`config.mk`:
```
export PLATFORM = sky130hd
export DESIGN_NAME = freq_gate_seq
export DESIGN_NICKNAME = d
export VERILOG_FILES = /design/src/rtl/freq_gate_seq.sv
export SDC_FILE = /design/constraint.sdc
export NUM_CORES = 1
export LEC_CHECK = 0
export ABC_CLOCK_PERIOD_IN_PS = 2470
export BUFFER_PORTS_ARGS = -buffer_cell sky130_fd_sc_hd__buf_4
export CORE_MARGIN = 8
export CORE_UTILIZATION = 55
export DETAILED_ROUTE_END_ITERATION = 12
export PLACE_DENSITY = 0.74
export REMOVE_ABC_BUFFERS = 1
export SLEW_MARGIN = 30
export SYNTH_ARGS = -nofsm -noshare
export SYNTH_HDL_FRONTEND = slang
export SYNTH_SLANG_ARGS = --single-unit
```
`constraint.sdc`:
```
create_clock -name sysclk -period 2.47 [get_ports sysclk]
set_input_delay 0.1235 -clock sysclk [delete_from_list [all_inputs] [get_ports sysclk]]
set_output_delay 0.1235 -clock sysclk [all_outputs]
set_load 0.01 [all_outputs]
```
`src/rtl/freq_gate_seq.sv`:
```
// Gate sequencer and auto-ranger for the BCD frequency meter: clear -> gate -> settle -> hold, repeating.
// Outputs are registered and change on the edge that enters each state. There is no backpressure; timing comes from the tick counter only.
module freq_gate_seq #(
   parameter int unsigned GATE_TICKS = 50_000_000,
   parameter int unsigned CLR_TICKS  = 2,
   parameter int unsigned DISP_TICKS = 25_000_000,
   parameter int unsigned RANGE_MAX  = 3
) (
   input  logic       sysclk,
   input  logic       rst,
   input  logic       start_en,
   input  logic       auto_en,
   input  logic [1:0] man_range,
   input  logic       cnt_ovf,
   input  logic [3:0] cnt_msd,
   output logic       count_clear,
   output logic       count_ena,
   output logic       lock,
   output logic [1:0] range_sel,
   output logic       overrange,
   output logic       meas_valid
);

   localparam int unsigned MAX_GC    = (GATE_TICKS > CLR_TICKS) ? GATE_TICKS : CLR_TICKS;
   localparam int unsigned MAX_TICKS = (MAX_GC > DISP_TICKS) ? MAX_GC : DISP_TICKS;
   localparam int unsigned TW        = (MAX_TICKS > 1) ? $clog2(MAX_TICKS) : 1;

   localparam logic [TW-1:0] CLR_LD  = TW'(CLR_TICKS - 1);
   localparam logic [TW-1:0] GATE_LD = TW'(GATE_TICKS - 1);
   localparam logic [TW-1:0] DISP_LD = TW'(DISP_TICKS - 1);
   localparam logic [1:0]    RMAX    = 2'(RANGE_MAX);

   localparam logic [2:0] S_IDLE   = 3'd0;
   localparam logic [2:0] S_CLEAR  = 3'd1;
   localparam logic [2:0] S_GATE   = 3'd2;
   localparam logic [2:0] S_SETTLE = 3'd3;
   localparam logic [2:0] S_HOLD   = 3'd4;

   logic [2:0]    state_q, state_d;
   logic [TW-1:0] tick_q, tick_d;
   logic          ovf_sticky_q, ovf_sticky_d;
   logic [1:0]    range_q, range_d;
   logic          overrange_q, overrange_d;
   logic          meas_valid_q, meas_valid_d;
   logic          clear_q, clear_d;
   logic          ena_q, ena_d;
   logic          lock_q, lock_d;
   logic          ovf_now;

   always_comb begin
      state_d      = state_q;
      tick_d       = tick_q;
      ovf_sticky_d = ovf_sticky_q;
      range_d      = range_q;
      overrange_d  = overrange_q;
      meas_valid_d = 1'b0;
      ovf_now      = ovf_sticky_q | cnt_ovf;

      case (state_q)
         S_IDLE: begin
            if (start_en) begin
               state_d = S_CLEAR;
               tick_d  = CLR_LD;
            end
         end
         S_CLEAR: begin
            ovf_sticky_d = 1'b0;
            if (tick_q == '0) begin
               state_d = S_GATE;
               tick_d  = GATE_LD;
            end else begin
               tick_d = tick_q - 1'b1;
            end
         end
         S_GATE: begin
            ovf_sticky_d = ovf_now;
            if (tick_q == '0) begin
               state_d = S_SETTLE;
               tick_d  = '0;
            end else begin
               tick_d = tick_q - 1'b1;
            end
         end
         S_SETTLE: begin
            ovf_sticky_d = ovf_now;
            state_d      = S_HOLD;
            tick_d       = DISP_LD;
            meas_valid_d = 1'b1;
            // The range picked here applies to the next gate; the held result stays on the old range.
            if (auto_en) begin
               overrange_d = 1'b0;
               if (ovf_now) begin
                  if (range_q < RMAX) range_d = range_q + 2'd1;
                  else                overrange_d = 1'b1;
               end else if ((cnt_msd == 4'd0) && (range_q != 2'd0)) begin
                  range_d = range_q - 2'd1;
               end
            end else begin
               overrange_d = ovf_now;
            end
         end
         S_HOLD: begin
            if (tick_q == '0) begin
               state_d = start_en ? S_CLEAR : S_IDLE;
               tick_d  = start_en ? CLR_LD : '0;
            end else begin
               tick_d = tick_q - 1'b1;
            end
         end
         default: begin
            state_d = S_IDLE;
            tick_d  = '0;
         end
      endcase

      if (!auto_en && ((state_q == S_IDLE) || (state_q == S_CLEAR))) range_d = man_range;

      clear_d = (state_d == S_IDLE) || (state_d == S_CLEAR);
      ena_d   = (state_d == S_GATE);
      lock_d  = (state_d == S_HOLD);
   end

   always_ff @(posedge sysclk) begin
      if (!rst) begin
         state_q      <= S_IDLE;
         tick_q       <= '0;
         ovf_sticky_q <= 1'b0;
         range_q      <= 2'd0;
         overrange_q  <= 1'b0;
         meas_valid_q <= 1'b0;
         clear_q      <= 1'b1;
         ena_q        <= 1'b0;
         lock_q       <= 1'b0;
      end else begin
         state_q      <= state_d;
         tick_q       <= tick_d;
         ovf_sticky_q <= ovf_sticky_d;
         range_q      <= range_d;
         overrange_q  <= overrange_d;
         meas_valid_q <= meas_valid_d;
         clear_q      <= clear_d;
         ena_q        <= ena_d;
         lock_q       <= lock_d;
      end
   end

   assign count_clear = clear_q;
   assign count_ena   = ena_q;
   assign lock        = lock_q;
   assign range_sel   = range_q;
   assign overrange   = overrange_q;
   assign meas_valid  = meas_valid_q;

endmodule

```
# Word level (Yosys, flattened, before mapping)
# Cells that the tools add are included.
dict set report totals {
  ff_bits 37
  input_bits 11
  out_inout_bits 7
  elab_cells 62
}
dict set report classes {
  n_addsub 3
  magnitude_cmp 1
  eq_ne 9
  n_mux 23
  n_bitwise 1
  n_reduce_logical 16
}
# operator count
set ops {}
lappend ops {{26-bit one-hot mux with 5 select lines} 1}
lappend ops {{26-bit two-way mux} 4}
lappend ops {{26-bit zero test} 1}
lappend ops {{26-bit by 1-bit subtractor with 26-bit output (second input constant)} 1}
lappend ops {{3-bit one-hot mux with 5 select lines} 1}
lappend ops {{2-bit two-way mux} 6}
lappend ops {{3-bit two-way mux} 4}
lappend ops {{3-bit by 2-bit equality test with 1-bit output (second input constant)} 3}
lappend ops {{2-bit nonzero test} 4}
lappend ops {{3-bit by 1-bit equality test with 1-bit output (second input constant)} 2}
lappend ops {{3-bit equality test (second input constant)} 2}
lappend ops {{3-bit zero test} 2}
lappend ops {{1-bit two-way mux} 6}
lappend ops {{4-bit zero test} 1}
lappend ops {{4-bit AND reduction} 1}
lappend ops {{3-bit by 1-bit != test with 1-bit output (second input constant)} 1}
lappend ops {{3-bit nonzero test} 1}
lappend ops {{2-bit by 1-bit adder with 2-bit output (second input constant)} 1}
lappend ops {{1-bit logical AND} 2}
lappend ops {{1-bit logical OR} 2}
lappend ops {{2-bit less-than comparator (second input constant)} 1}
lappend ops {{2-bit != test (second input constant)} 1}
lappend ops {{1-bit one-hot mux with 2 select lines} 1}
lappend ops {{2-bit OR reduction} 1}
lappend ops {{3 further kinds} 3}

# Longest topological paths before layout
dict set report logic_depth {
  ltp_word 7
  depth_mapped 10
}

# Worst setup path before layout
# Ideal clock, no wire load.
dict set report synth_path {
  kind {register to register}
  startpoint {register tick_q[0]}
  endpoint {register tick_q[16]}
  t_arrival_ns 2.038
  required_ns 2.396
  path_slack_ns 0.358
  stages_incl_launch_ff 8
  cell_sequence {dfxtp_1 inv_1 ha_1 or3b_2 nor4_4 nand2_2 or4_1 a31oi_1}
}
dict set report synth_between {
  elab_chain_cells 3
  elab_cells_between_ends 6
  classes_between {add/sub: 1; mux: 4; reduce/logical: 1}
}
# item line
set synth_lines {}
lappend synth_lines {{from (decl)} 40} ;# logic [TW-1:0] tick_q, tick_d;
lappend synth_lines {{from (signal assigned)} 136} ;# tick_q <= tick_d;
lappend synth_lines {{26-bit by 1-bit subtractor with 26-bit output or 26-bit zero test (tied branches)} -}
lappend synth_lines {{26-bit two-way mux, on equally long branches} {103, 68, 77}}
lappend synth_lines {{26-bit one-hot mux with 5 select lines *} 59} ;# case (state_q)
# Mark *: on every way between the ends. The rest lies on a longest branch, timed or not.
# A chain may end at the register's enable or synchronous reset.

# Worst setup path in the final report
dict set report layout_path {
  startpoint {register tick_q[1]}
  endpoint {register tick_q[16]}
}
# The elaborated chain is that of the path after synthesis.

==> metrics list <==
* Total clock buffers created by CTS: 5
- DRT Pass-1 Iters: 5
- No sink is reached through more buffers than the 2 on the longest clock path.
- In the synthesized netlist the async set-or-reset flop fraction comes to 0%.
* Area grow syn2layout: 15.8%
- Ranking of synthesized cells by instance count: sky130_fd_sc_hd__dfxtp_1, sky130_fd_sc_hd__nand2_1, sky130_fd_sc_hd__nor2_1
- Clock tree synthesis found a total of 37 sinks.
- Post-detailed-placement half-perimeter wirelength: between 4000 and 5000 um
- The worst setup path is of the flop to flop kind.
- Syn. warnings: 0
- The first global-routing pass estimated 10600 um of wire.
- Worst-Margin Slew: 614 ps
- Number of buffers inserted by port buffering: 17
* Time the worst path needs with I/O delays and setup: 2350 ps
* CTS Hold Buffers Added: 0
- In this run the tightest slew margin relative to its limit is 59.0%.
* Number of H-tree levels: 2
- Resized Gates After CTS: 0
- Number of enable-type register cells in the synthesized netlist: 0
* Endpoint arrival time on the critical path: between 2000 and 3000 ps
- A synthesized cell averages 7.44 sq um.
* Final Net Count: ~340
- The floorplan step defined a die boundary enclosing 6460 sq um.
* GRT Resource Usage Total: approximately a fifth
* Vias after detailed routing: 2507
- Die X: ~80 um
- Max-slew violation count: 0
- Initial DRC Count: about 260
- The synthesized design devotes to its leading area cell type 32.5% of total area.
- The flow ran to the end, and the final reports show no timing, DRC or antenna violations.
- TritonCTS built the clock tree.
- Largest net degree at the start of global routing: 23
* Via count of the first global-routing pass: 2228
* Buffer and inverter count on the worst path: 2
- In this run the count of I/O pins placed on the die edge is 18.
* Worst min-delay path category: input port to flop
* Total wirelength of the detailed-routed design: 6670 um
- Gate Count Post-Synth: 306
- Worst hold margin: 73.3 ps
- The cell family contributing the most delay on the critical path is simple AND/OR/NAND/NOR gates.
* Sequential share of the synthesized area: 32.5%
- At the later pin of the worst-skew pair, clock insertion delay measures 300 ps.
- sky130_fd_sc_hd__dfxtp_1 is the most common cell in the netlist.
* Origin of the worst min-delay path: man_range[1]
- Final cycle utilization of the critical path: 95.0%
- In this run the critical register-to-register path is launched from tick_q[1].
- In this run, synthesis produced a sequential element count of 37.
- Setup violations remaining at the end of the flow were counted as 0.
- The congestion estimate from routability-driven global placement came to 0.873.
* Worst Hold Path EP: range_sel[1]
* Required time at the endpoint of the critical path: 2690 ps
- The biggest area contributor in the post-synthesis netlist is sky130_fd_sc_hd__dfxtp_1.
- Worst Hold Path Cells: 3
- On the critical path, the stage with the largest delay is an instance of sky130_fd_sc_hd__or3b_2.
- For flop-to-flop paths, the worst setup slack is 120 ps.
- Kind of end point of the critical path: flop
- After synthesis, the cell types taking the most area are sky130_fd_sc_hd__dfxtp_1, sky130_fd_sc_hd__a21oi_1, sky130_fd_sc_hd__nand2_1.
- The number of different library cells used by synthesis comes to 53.
- CTS placed an instance of sky130_fd_sc_hd__clkbuf_8 at the clock tree root.
* Initial core utilization: between 50% and 60%
- The count of nets left with antenna violations once routing finished came out at 0.
- Clock-pin slew was measured on the worst setup and hold paths at about 70 ps.
- Cell Area, Synth: 2280 sq um
- Measured along the y axis, the die boundary spans 80.3 um.
- In the routed design, unresolved DRC markers number 0.
* Initial antenna violation count: 0
- Final Hold Fails: 0
* Slowest Stage Delay on Critical Path: around 500 ps
* R2R Path End: tick_q[16]
* Area of the core: ~4000 sq um
* Via density per instance: 6.56
- Number of cells on the worst reg-to-reg path: 8
- Clock skew on the completed layout was measured at 8.17 ps.
- The tool flagged a number of max-cap violations equal to 0.
- Total negative slack for setup checks: 0 ps
- The worst setup path is launched from a flop.
- Antenna diodes: 0
* Avg WL per Cell: about 17 um
* Post CTS Setup Buffer Count: 0
- Cell row count: 23
- Fraction of final layout cells with drive strength greater than 1: 16.9%
- In the synthesized netlist the dominant register cell turns out to be sky130_fd_sc_hd__dfxtp_1.
- Walking the worst path, the cells encountered are inv_1, ha_1, buf_4, or3b_2, nor4_4, nand2_2, or4_1, a31oi_1.
- Static timing analysis puts the maximum clock frequency at 426 MHz.
- Along the worst path, the maximum fanout reaches 6.
- Global route total overflow: 0
* RSZ-0062 raised after global routing: no
## cell families (layout without fill, tap and decap cells)
group           count (synthesis)  in the layout  share of synthesized area [%]
xor+xnor                        7              7                           2.69
fa+ha+maj                       1              1                          0.549
buf+inv                        23             49                           3.96
flops                          37             37                           32.5
compound gates                 96             96                           26.4
simple gates                  142            142                           33.9
## flip-flops by register name (all words and copies together) (netlist names)
signal and count:
tick_q 26, state_q 3, range_sel 2, count_clear 1, count_ena 1, lock 1
meas_valid 1, overrange 1, ovf_sticky_q 1
## worst max path at each step
stage | from | end | depth (start not counted)
after floorplan | tick_q[0] | tick_q[2] | 8
after global placement | tick_q[1] | tick_q[16] | 8
after detailed placement | tick_q[1] | tick_q[2] | 8
after CTS | tick_q[1] | tick_q[16] | 8
after global routing | tick_q[1] | tick_q[16] | 8
final | tick_q[1] | tick_q[16] | 8
## metrics by stage
stage | instance area [sq um] | instances | utilization (%) | setup slack (ps)
finish | 2640 | 382 | 65.9 | 124
global route | 2640 | 382 | 65.9 | 24.1
CTS | 2630 | 382 | 65.8 | 105
detailed placement | 2550 | 375 | 63.7 | 117
global placement | 2550 | 375 | 63.7 | 156
floorplan | 2220 | 291 | - | -38.6
## area by class of cell
cell class | count | area (sq um)
sequential | 37 | 741
tap | 50 | 62.6
multi-input combinational | 246 | 1450
inverter | 8 | 30.0
timing repair buffer | 34 | 268
clock buffer | 7 | 86.3
fill | 373 | 1360
## per-layer routing
layer	wire, um	track usage [%]	share of wire, %
met3	472	4.58	7.1
met2	3070	33.2	46
met4	102	7.64	1.5
met1	3020	26.1	45
met5	0	0	0
## layout by cell type (no fill, tap or decap), types with 4 or more instances in the layout
master                     Yosys  final
sky130_fd_sc_hd__dfxtp_1      37     37
sky130_fd_sc_hd__buf_4         0     33
sky130_fd_sc_hd__nor2_1       32     32
sky130_fd_sc_hd__nand2_1      32     32
sky130_fd_sc_hd__a21oi_1      31     31
sky130_fd_sc_hd__nor3_1       17     17
sky130_fd_sc_hd__o21ai_0      17     17
sky130_fd_sc_hd__or4_1        10     10
sky130_fd_sc_hd__nand3_1       9      9
sky130_fd_sc_hd__nor4_1        8      8
sky130_fd_sc_hd__a31oi_1       8      8
sky130_fd_sc_hd__inv_1         7      7
sky130_fd_sc_hd__nand4_1       6      6
sky130_fd_sc_hd__o22ai_1       6      6
sky130_fd_sc_hd__clkbuf_8      0      6
sky130_fd_sc_hd__or3_1         5      5
sky130_fd_sc_hd__xor2_1        5      5
sky130_fd_sc_hd__a211oi_1      4      4
## worst reg2reg max path, stage by stage (launching register included)
cell	delay, ps
sky130_fd_sc_hd__dfxtp_1	360
sky130_fd_sc_hd__inv_1	70
sky130_fd_sc_hd__ha_1	150
sky130_fd_sc_hd__buf_4	130
sky130_fd_sc_hd__or3b_2	510
sky130_fd_sc_hd__nor4_4	360
sky130_fd_sc_hd__nand2_2	130
sky130_fd_sc_hd__or4_1	410
sky130_fd_sc_hd__a31oi_1	160
Power is not shown: default switching activity piles up to over one toggle a cycle in this logic, so the estimate is an artifact.
